<file path="src/rtl/imem_loader.sv">
// imem_loader: writer side of the byte-addressed instruction memory.
// Accepts a valid/ready byte stream and writes it big-endian from address 0,
// stalling the core while loading and zero-padding a partial final word.
// Optional feature macro: IMEM_CHECKSUM_EN (XOR checksum of written words).
module imem_loader #(
  parameter int WORD = 32,
  parameter int BYTE = 8,
  parameter int LINE = 42
) (
  input  logic            clk,
  input  logic            reset,
  input  logic            start,
  input  logic            in_valid,
  input  logic [BYTE-1:0] in_byte,
  input  logic            in_last,
  output logic            in_ready,
  output logic            wr_en,
  output logic [WORD-1:0] wr_addr,
  output logic [BYTE-1:0] wr_data,
  output logic            cpu_stall,
  output logic            done,
  output logic            overflow,
  output logic [WORD-1:0] words,
  output logic [WORD-1:0] checksum
);

  localparam int PTR_W = $clog2(4 * LINE);
  localparam logic [PTR_W-1:0] LAST_PTR = PTR_W'(4 * LINE - 1);

  typedef enum logic [1:0] {
    S_IDLE = 2'd0,
    S_LOAD = 2'd1,
    S_PAD  = 2'd2,
    S_DONE = 2'd3
  } state_t;

  state_t            state_q, state_d;
  logic [PTR_W-1:0]  ptr_q, ptr_d;
  logic              wr_en_q, wr_en_d;
  logic [WORD-1:0]   wr_addr_q, wr_addr_d;
  logic [BYTE-1:0]   wr_data_q, wr_data_d;
  logic              overflow_q, overflow_d;
  logic [WORD-1:0]   words_q, words_d;

  // Write request for this cycle; it becomes visible on the outputs next cycle.
  logic              wr_fire_s;
  logic [BYTE-1:0]   wr_byte_s;
  logic              reinit_s;

  // Next-state, pointer and write-port computation.
  always_comb begin
    state_d    = state_q;
    ptr_d      = ptr_q;
    wr_en_d    = 1'b0;
    wr_addr_d  = wr_addr_q;
    wr_data_d  = wr_data_q;
    overflow_d = overflow_q;
    words_d    = words_q;
    wr_fire_s  = 1'b0;
    wr_byte_s  = {BYTE{1'b0}};
    reinit_s   = 1'b0;

    case (state_q)
      S_IDLE: begin
        if (start) begin
          reinit_s = 1'b1;
        end else begin
          state_d = S_IDLE;
        end
      end
      S_LOAD: begin
        if (in_valid) begin
          wr_fire_s = 1'b1;
          wr_byte_s = in_byte;
          ptr_d     = ptr_q + PTR_W'(1);
          // Capacity reached or stream ends on a word boundary: finished.
          if ((ptr_q == LAST_PTR) || (in_last && (ptr_q[1:0] == 2'd3))) begin
            state_d = S_DONE;
          end else if (in_last) begin
            state_d = S_PAD;
          end else begin
            state_d = S_LOAD;
          end
        end else begin
          state_d = S_LOAD;
        end
      end
      S_PAD: begin
        wr_fire_s = 1'b1;
        wr_byte_s = {BYTE{1'b0}};
        ptr_d     = ptr_q + PTR_W'(1);
        if (ptr_q[1:0] == 2'd3) begin
          state_d = S_DONE;
        end else begin
          state_d = S_PAD;
        end
      end
      S_DONE: begin
        // start wins over a simultaneous byte, which is simply not accepted.
        if (start) begin
          reinit_s = 1'b1;
        end else if (in_valid) begin
          overflow_d = 1'b1;
        end else begin
          state_d = S_DONE;
        end
      end
      default: begin
        state_d = S_IDLE;
      end
    endcase

    if (reinit_s) begin
      state_d    = S_LOAD;
      ptr_d      = {PTR_W{1'b0}};
      words_d    = {WORD{1'b0}};
      overflow_d = 1'b0;
    end else begin
      overflow_d = overflow_d;
    end

    if (wr_fire_s) begin
      wr_en_d   = 1'b1;
      wr_addr_d = WORD'(ptr_q);
      wr_data_d = wr_byte_s;
      // Writing the last byte of a word completes that word.
      if (ptr_q[1:0] == 2'd3) begin
        words_d = words_q + WORD'(1);
      end else begin
        words_d = words_q;
      end
    end else begin
      wr_en_d = 1'b0;
    end
  end

  // State, pointer and registered write-port flops.
  always_ff @(posedge clk) begin
    if (reset) begin
      state_q    <= S_IDLE;
      ptr_q      <= {PTR_W{1'b0}};
      wr_en_q    <= 1'b0;
      wr_addr_q  <= {WORD{1'b0}};
      wr_data_q  <= {BYTE{1'b0}};
      overflow_q <= 1'b0;
      words_q    <= {WORD{1'b0}};
    end else begin
      state_q    <= state_d;
      ptr_q      <= ptr_d;
      wr_en_q    <= wr_en_d;
      wr_addr_q  <= wr_addr_d;
      wr_data_q  <= wr_data_d;
      overflow_q <= overflow_d;
      words_q    <= words_d;
    end
  end

`ifdef IMEM_CHECKSUM_EN
  logic [WORD-1:0]   csum_q, csum_d;
  logic [3*BYTE-1:0] asm_q, asm_d;

  // Fold one big-endian word {b0,b1,b2,b3} into the running XOR.
  function automatic logic [WORD-1:0] fold_word(input logic [WORD-1:0]   acc,
                                                input logic [3*BYTE-1:0] hi,
                                                input logic [BYTE-1:0]   lo);
    return acc ^ WORD'({hi, lo});
  endfunction

  // Word assembly and checksum update on each write.
  always_comb begin
    csum_d = csum_q;
    asm_d  = asm_q;
    if (reinit_s) begin
      csum_d = {WORD{1'b0}};
      asm_d  = {(3*BYTE){1'b0}};
    end else if (wr_fire_s) begin
      if (ptr_q[1:0] == 2'd3) begin
        csum_d = fold_word(csum_q, asm_q, wr_byte_s);
        asm_d  = {(3*BYTE){1'b0}};
      end else begin
        asm_d = {asm_q[2*BYTE-1:0], wr_byte_s};
      end
    end else begin
      csum_d = csum_q;
    end
  end

  // Checksum and assembly registers.
  always_ff @(posedge clk) begin
    if (reset) begin
      csum_q <= {WORD{1'b0}};
      asm_q  <= {(3*BYTE){1'b0}};
    end else begin
      csum_q <= csum_d;
      asm_q  <= asm_d;
    end
  end

  assign checksum = csum_q;
`else
  assign checksum = {WORD{1'b0}};
`endif

  assign in_ready  = (state_q == S_LOAD);
  assign cpu_stall = (state_q == S_LOAD) || (state_q == S_PAD);
  assign done      = (state_q == S_DONE);
  assign wr_en     = wr_en_q;
  assign wr_addr   = wr_addr_q;
  assign wr_data   = wr_data_q;
  assign overflow  = overflow_q;
  assign words     = words_q;

endmodule

</file>
<file path="config.mk">
export PLATFORM = sky130hd
export DESIGN_NAME = imem_loader
export DESIGN_NICKNAME = d
export VERILOG_FILES = /design/src/rtl/imem_loader.sv
export SDC_FILE = /design/constraint.sdc
export NUM_CORES = 1
export LEC_CHECK = 0
export CORE_UTILIZATION = 40
export DETAILED_ROUTE_END_ITERATION = 7
export PLACE_DENSITY = 0.73
export SYNTH_ARGS = -nofsm -noshare
export SYNTH_HDL_FRONTEND = slang
export SYNTH_SLANG_ARGS = --single-unit
</file>
<file path="constraint.sdc">
create_clock -name clk -period 3 [get_ports clk]
set_input_delay 0.45 -clock clk [delete_from_list [all_inputs] [get_ports clk]]
set_output_delay 0.45 -clock clk [all_outputs]
set_load 0.05 [all_outputs]
</file>
==> impl_results.md, run 1 <==
- First-pass GRT wire length: 12.3 mm
- Unrepaired setup endpoints after global routing: false
- Top_reg_cell synth: dfxtp_1
- Setup crit start kind: flop
- Crit. End Element: primary output
- Final core occ: about 50%
- Setup Skew: approximately 12 ps
- Yosys warning count: 0
- Commonest non-fill, non-tap cell in the layout: clkdlybuf4s50_1
- Slew Limit Fails: 0
- Post-Syn Area: ~3300 sq um
- Clk_lat worst skew: 340 ps
- GR Overflow Total: 0
- Final setup violation count: 0
- Placed insts: 548
- Core region area: 7890 sq um
- Flop-to-flop setup slack: 700 ps
- Most frequent cells in the layout: 65 x clkdlybuf4s50_1, 60 x dfxtp_1, 56 x conb_1
- Die Area: 8680 sq um
- Run status: finished clean
- Remaining antenna violation count after routing: 0
- Period utilization: 85.2%
- CTS tree: built
- Worst-Margin Slew: 595 ps
- Setup TNS: 0 ps
- Async set-reset flop share out of synthesis: 0%
- GRT Resource Usage Total: 17.9%
- Post-layout minimum cycle time: 2560 ps
- First-pass iteration count of the detailed router: 4
- # Post-CTS Setup Buffers: 0
- Maximum fanout along the worst path: 9
- Post-DP Area: 3810 sq um
- Nets: 477
- Clk sink count: 60
- EDFF count, synth: 0
- Critical path required time: 2550 ps
- Layout cells sized above 1: around 6.5%
- Yosys cell types: 47
- #FFs+latches synth: 60
- Vias/cell: about 5
- Crit path DAT: 2110 ps
- Final setup margin: 443 ps
- Hold slack final: 461 ps
- Final instance area: 3990 sq um
- DRC viols: 0
- Hold Vio Cnt, Final: 0
- Sequential fraction of the synthesis area: 36.1%
- H-tree levels: 3
- Leak Pwr: ~1.4 nW
- Largest net degree at the start of global routing: 25
- Clk buf depth: 2
- Std cell rows: 32
- Final Wtd Congestion: around 0.8
- Clk slew on worst S/H paths: 70 ps
- Total wire length: 7.44 mm
- Routed len/inst: 13.2 um
- Ant. Diodes: 0
- Hold_buf cts: 0
- HPWL after DPL: 5.25 mm
- Die Width: 93.2 um
- Ports: 122
- Post-CTS resize count: 0
- Via count: 2,882
- Pre-CTS WS: between 600 and 700 ps
- Cell area power density: 433 nW/um^2
- Cell count after synthesis: 395
- Non-Filler Instances: between 500 and 600
- Area grow syn2layout: 19.9%
- TritonCTS Buffers: 9
- Max_slew headroom: 60.2%
- Max cap viols: 0
- Die Height: 93.2 um
- Root Buffer: clkbuf_8
- Setup Crit Path Kind: flop to primary output
- F_max: 0.391 GHz
- Antenna violations before repair: 0
- Power consumption: 1.73 mW
- Vias in the first global route: 2,609
- Tightest Hold Check Type: flop to flop
- Starting density of the core: 42.2%
- Drt initial violations: 168
- Largest vdd supply drop: 281 uV
- Port buffer count: 65
- Mean Syn Cell Area: 8.42 sq um
registers in the layout, summed over array words and instances (netlist names):
register,count
state_q,2
wr_addr,8
words,32
wr_data,8
ptr_q,8
overflow,1
wr_en,1
where the power goes:
part / switching (mW) / internal, mW
combinational: 0.222 / 0.0460
sequential: 0.00314 / 0.800
clock: 0.321 / 0.337
per-layer routing:
layer	part of all wire (%)	global-route usage (%)	wire (um)	vias to the layer above
li1	-	-	-	1420
met2	47	29.0	3530	110
met5	0	0	0	-
met1	45	23.2	3350	1340
met3	5.9	4.39	439	12
met4	1.5	6.15	113	0
worst paths after layout:
path	startpoint	to	cells past startpoint
worst min-delay path	wr_addr[3]	wr_addr[3]	2
worst min register to register	wr_addr[3]	wr_addr[3]	2
worst max register to register	state_q[0]	words[16]	6
worst max-delay path	state_q[1]	cpu_stall	3
Yosys cell counts (all sizes together), types with 2 or more instances:
library cell / number / area, sq um
a211o: 2 / 17.5
a21oi: 31 / 155
a22oi: 8 / 60.1
and3: 5 / 31.3
and4: 7 / 62.6
buf: 66 / 495
clkbuf: 8 / 40.0
dfxtp: 60 / 1200
ha: 7 / 87.6
inv: 7 / 26.3
mux2: 2 / 22.5
mux2i: 13 / 130
nand2: 44 / 165
nand3: 13 / 77.6
nand4: 11 / 68.8
nor2: 23 / 86.3
nor2b: 2 / 12.5
nor3: 10 / 50.1
nor4: 2 / 18.8
o2111ai: 2 / 41.3
o21ai: 18 / 90.1
o311ai: 2 / 17.5
o31ai: 4 / 30.0
o41ai: 2 / 17.5
or3: 26 / 163
or4: 4 / 30.0
xnor2: 2 / 17.5
xor2: 4 / 35.0
worst max-delay path: stages, from the launching register on:
cell             delay, ps
dfxtp_1                380
inv_1                   80
ha_1                   450
clkdlybuf4s50_1        870
layout make-up:
cell class	instances	area, sq um
clock buffers	11	151
clock inverters	4	25.0
fillers	752	3900
inverters	7	26.3
multi-input cells	309	1770
flip-flops and latches	60	1200
well taps	102	128
repair buffers	70	688
logic make-up (layout without fill, tap and decap cells):
logic type | Yosys count | count (layout) | synth area share (%)
other | 1 | 56 | 0.113
buffers and inverters | 81 | 92 | 16.9
xor gates and xnor gates | 6 | 6 | 1.58
AOI/OAI and AO/OA | 74 | 74 | 14.0
DFF | 60 | 60 | 36.1
adders and majority gates | 7 | 7 | 2.63
and+or+nand+nor | 151 | 151 | 24.0
muxes | 15 | 15 | 4.59
(Power assumes the default switching activity.)
==> inputs of run 2 (changes only) <==
- CTS_CLUSTER_DIAMETER: unset -> 120
- GPL_ROUTABILITY_DRIVEN: unset -> 0
==> results of run 2 <==
Same layout as run 1: the final DEF is identical, and so are final timing and power.
==> inputs of run 3 (changes only) <==
--- a/constraint.sdc
+++ b/constraint.sdc
@@ -3,2 +3,2 @@
 set_output_delay 0.45 -clock clk [all_outputs]
-set_load 0.05 [all_outputs]
+set_load 0.01 [all_outputs]
==> run 3 against run 2 <==
Sequential power is essentially flat. Wire length grew 0.48%. Fmax grew 9.4%. Clock skew shrank 4.8 ps. Setup slack gained 220 ps. Via count grew 1.3%. Sequential cell count is the same. Register-to-register slack lost 40 ps. Worst hold slack gained 0.81 ps. First-iteration DRC count shrank 14%. Power shrank 3.0%. Highest routed layer unchanged.
==> impl_results.md, run 3 (same netlist as run 1, synthesis figures left out) <==
- Max cap viols: 0 (unchanged)
- Crit. End Element: flop
- Area grow syn2layout: 20.7%
- GRT Resource Usage Total: 17.8% (-0.11 points)
- Clk slew on worst S/H paths: 70 ps (about the same)
- First-pass GRT wire length: 12.3 mm (-0.62%)
- Die Height: 93.2 um (unchanged)
- Die Area: 8680 sq um (unchanged)
- Total wire length: 7.47 mm (+0.48%)
- Critical Path, Cell by Cell: inv_1 > ha_1 > mux2_2 > o2111ai_4 > or4_1 > a21oi_1
- Clk_lat worst skew: 340 ps (about the same)
- Ports: 122 (unchanged)
- Via count: 2,919 (+1.3%)
- # Post-CTS Setup Buffers: 0 (unchanged)
- Hold_buf cts: 0 (unchanged)
- Remaining antenna violation count after routing: 0 (unchanged)
- Final setup violation count: 0 (unchanged)
- Run status: finished clean
- Crit path DAT: 2620 ps (+510 ps)
- CTS tree: built
- Max reg flops: 32 (unchanged)
- Clk buf depth: 2 (unchanged)
- H-tree levels: 3 (unchanged)
- Routed len/inst: 13.3 um (+0.31%)
- Unrepaired setup endpoints after global routing: false
- Port buffer count: 65 (unchanged)
- Largest vdd supply drop: 246 uV (-12%)
- Largest net degree at the start of global routing: 24 (-4.0%)
- TritonCTS Buffers: 9 (unchanged)
- Clk sink count: 60 (unchanged)
- CP bufs+invs: 1 (-1)
- Most frequent cells in the layout: 65 x clkdlybuf4s50_1, 60 x dfxtp_1, 56 x conb_1
- Post-layout minimum cycle time: 2340 ps (-220 ps)
- GR Overflow Total: 0 (unchanged)
- Antenna violations before repair: 0 (unchanged)
- Worst path max stage delay: 570 ps (-300 ps)
- Leak Pwr: 1.38 nW (+0.81%)
- Setup Crit Path Kind: flop to flop
- Ant. Diodes: 0 (unchanged)
- Setup crit start kind: flop
- Max_slew headroom: 60.7% (+0.48 points)
- Vias in the first global route: 2,620 (+0.42%)
- Hold Vio Cnt, Final: 0 (unchanged)
- Crit-path leading delay family: simple AND/OR/NAND/NOR gates
- Setup TNS: 0 ps (unchanged)
- F_max: 0.428 GHz (+9.4%)
- Worst-Margin Slew: 590 ps (-5.64 ps)
- Post-CTS resize count: 0 (unchanged)
- Layout cells sized above 1: 6.71% (+0.20 points)
- Period utilization: 77.9% (-7.3 points)
- Non-Filler Instances: 564 (+0.18%)
- Nets: 477 (unchanged)
- Commonest non-fill, non-tap cell in the layout: clkdlybuf4s50_1
- Slew Limit Fails: 0 (unchanged)
- Maximum fanout along the worst path: 23 (+14)
- Power consumption: 1.68 mW (-3.0%)
- Die Width: 93.2 um (unchanged)
- DRC viols: 0 (unchanged)
- Setup Skew: 6.76 ps (-4.83 ps)
- Slowest CP cell: or4_1
- First-pass iteration count of the detailed router: 4 (unchanged)
- Critical path required time: 3280 ps (+730 ps)
- Placed insts: 548 (unchanged)
- Starting density of the core: 42.2% (unchanged)
- Std cell rows: 32 (unchanged)
- Tightest Hold Check Type: flop to flop
- HPWL after DPL: 5.24 mm (-0.26%)
- Cell area power density: 418 nW/um^2 (-3.7%)
- Root Buffer: clkbuf_8
- Vias/cell: 5.18 (+1.1%)
- Drt initial violations: 144 (-14%)
- Layout fillers: 764 (+1.6%)
- Core region area: 7890 sq um (unchanged)
## run 3: changes by cell type in the layout (fill, tap and decap cells not counted), sizes merged
cell / delta
clkinv: +1
bufinv: +1
clkbuf: -1
## run 3: final timing paths
kind | cells past startpoint | endpoint | slack [ps] | from
hold reg to reg | 2 | wr_addr[0] | 460 | wr_addr[0]
setup reg to reg | 6 | words[16] | 660 | state_q[0]
hold / removal | 2 | wr_addr[0] | 460 | wr_addr[0]
setup / recovery | 6 | words[16] | 660 | state_q[0]
## run 3: cell type report
| type | instances | area (sq um) | area share [%] |
|---|---|---|---|
| multi-input combinational | 309 | 1770 | 44.1 |
| clock buffer | 10 | 138 | 3.43 |
| tap | 102 | 128 | 3.18 |
| inverter | 7 | 26.3 | 0.655 |
| clock inverter | 6 | 63.8 | 1.59 |
| timing repair buffer | 70 | 688 | 17.1 |
| sequential | 60 | 1200 | 29.9 |
## run 3: tightest hold or removal path, cell delays in order (launching register included)
cell and delay, ps:
dfxtp_1 310, nand2_1 50, a21oi_1 50
## run 3: layer usage
metal | track usage [%] | wire (um) | up-vias
met3 | 5.85 | 410 | 5
met4 | 4.10 | 34 | 0
met5 | 0 | 0 | -
met2 | 29.4 | 3560 | 105
met1 | 22.5 | 3470 | 1387
li1 | - | - | 1422
## run 3: through the flow
step	worst slack (ps)	util [%]	instance area [sq um]	hold slack, ps
6_report	663	50.9	4010	462
4_1_cts	672	50.9	4010	464
2_1_floorplan	910	-	3530	446
3_3_place_gp	689	48.3	3810	450
5_1_grt	495	50.9	4010	483
3_5_place_dp	646	48.3	3810	450
## run 3: power breakdown
| group | internal [mW] | switching (mW) |
|---|---|---|
| clock | 0.404 | 0.334 |
| combinational | 0.0461 | 0.0893 |
| sequential | 0.800 | 0.00320 |
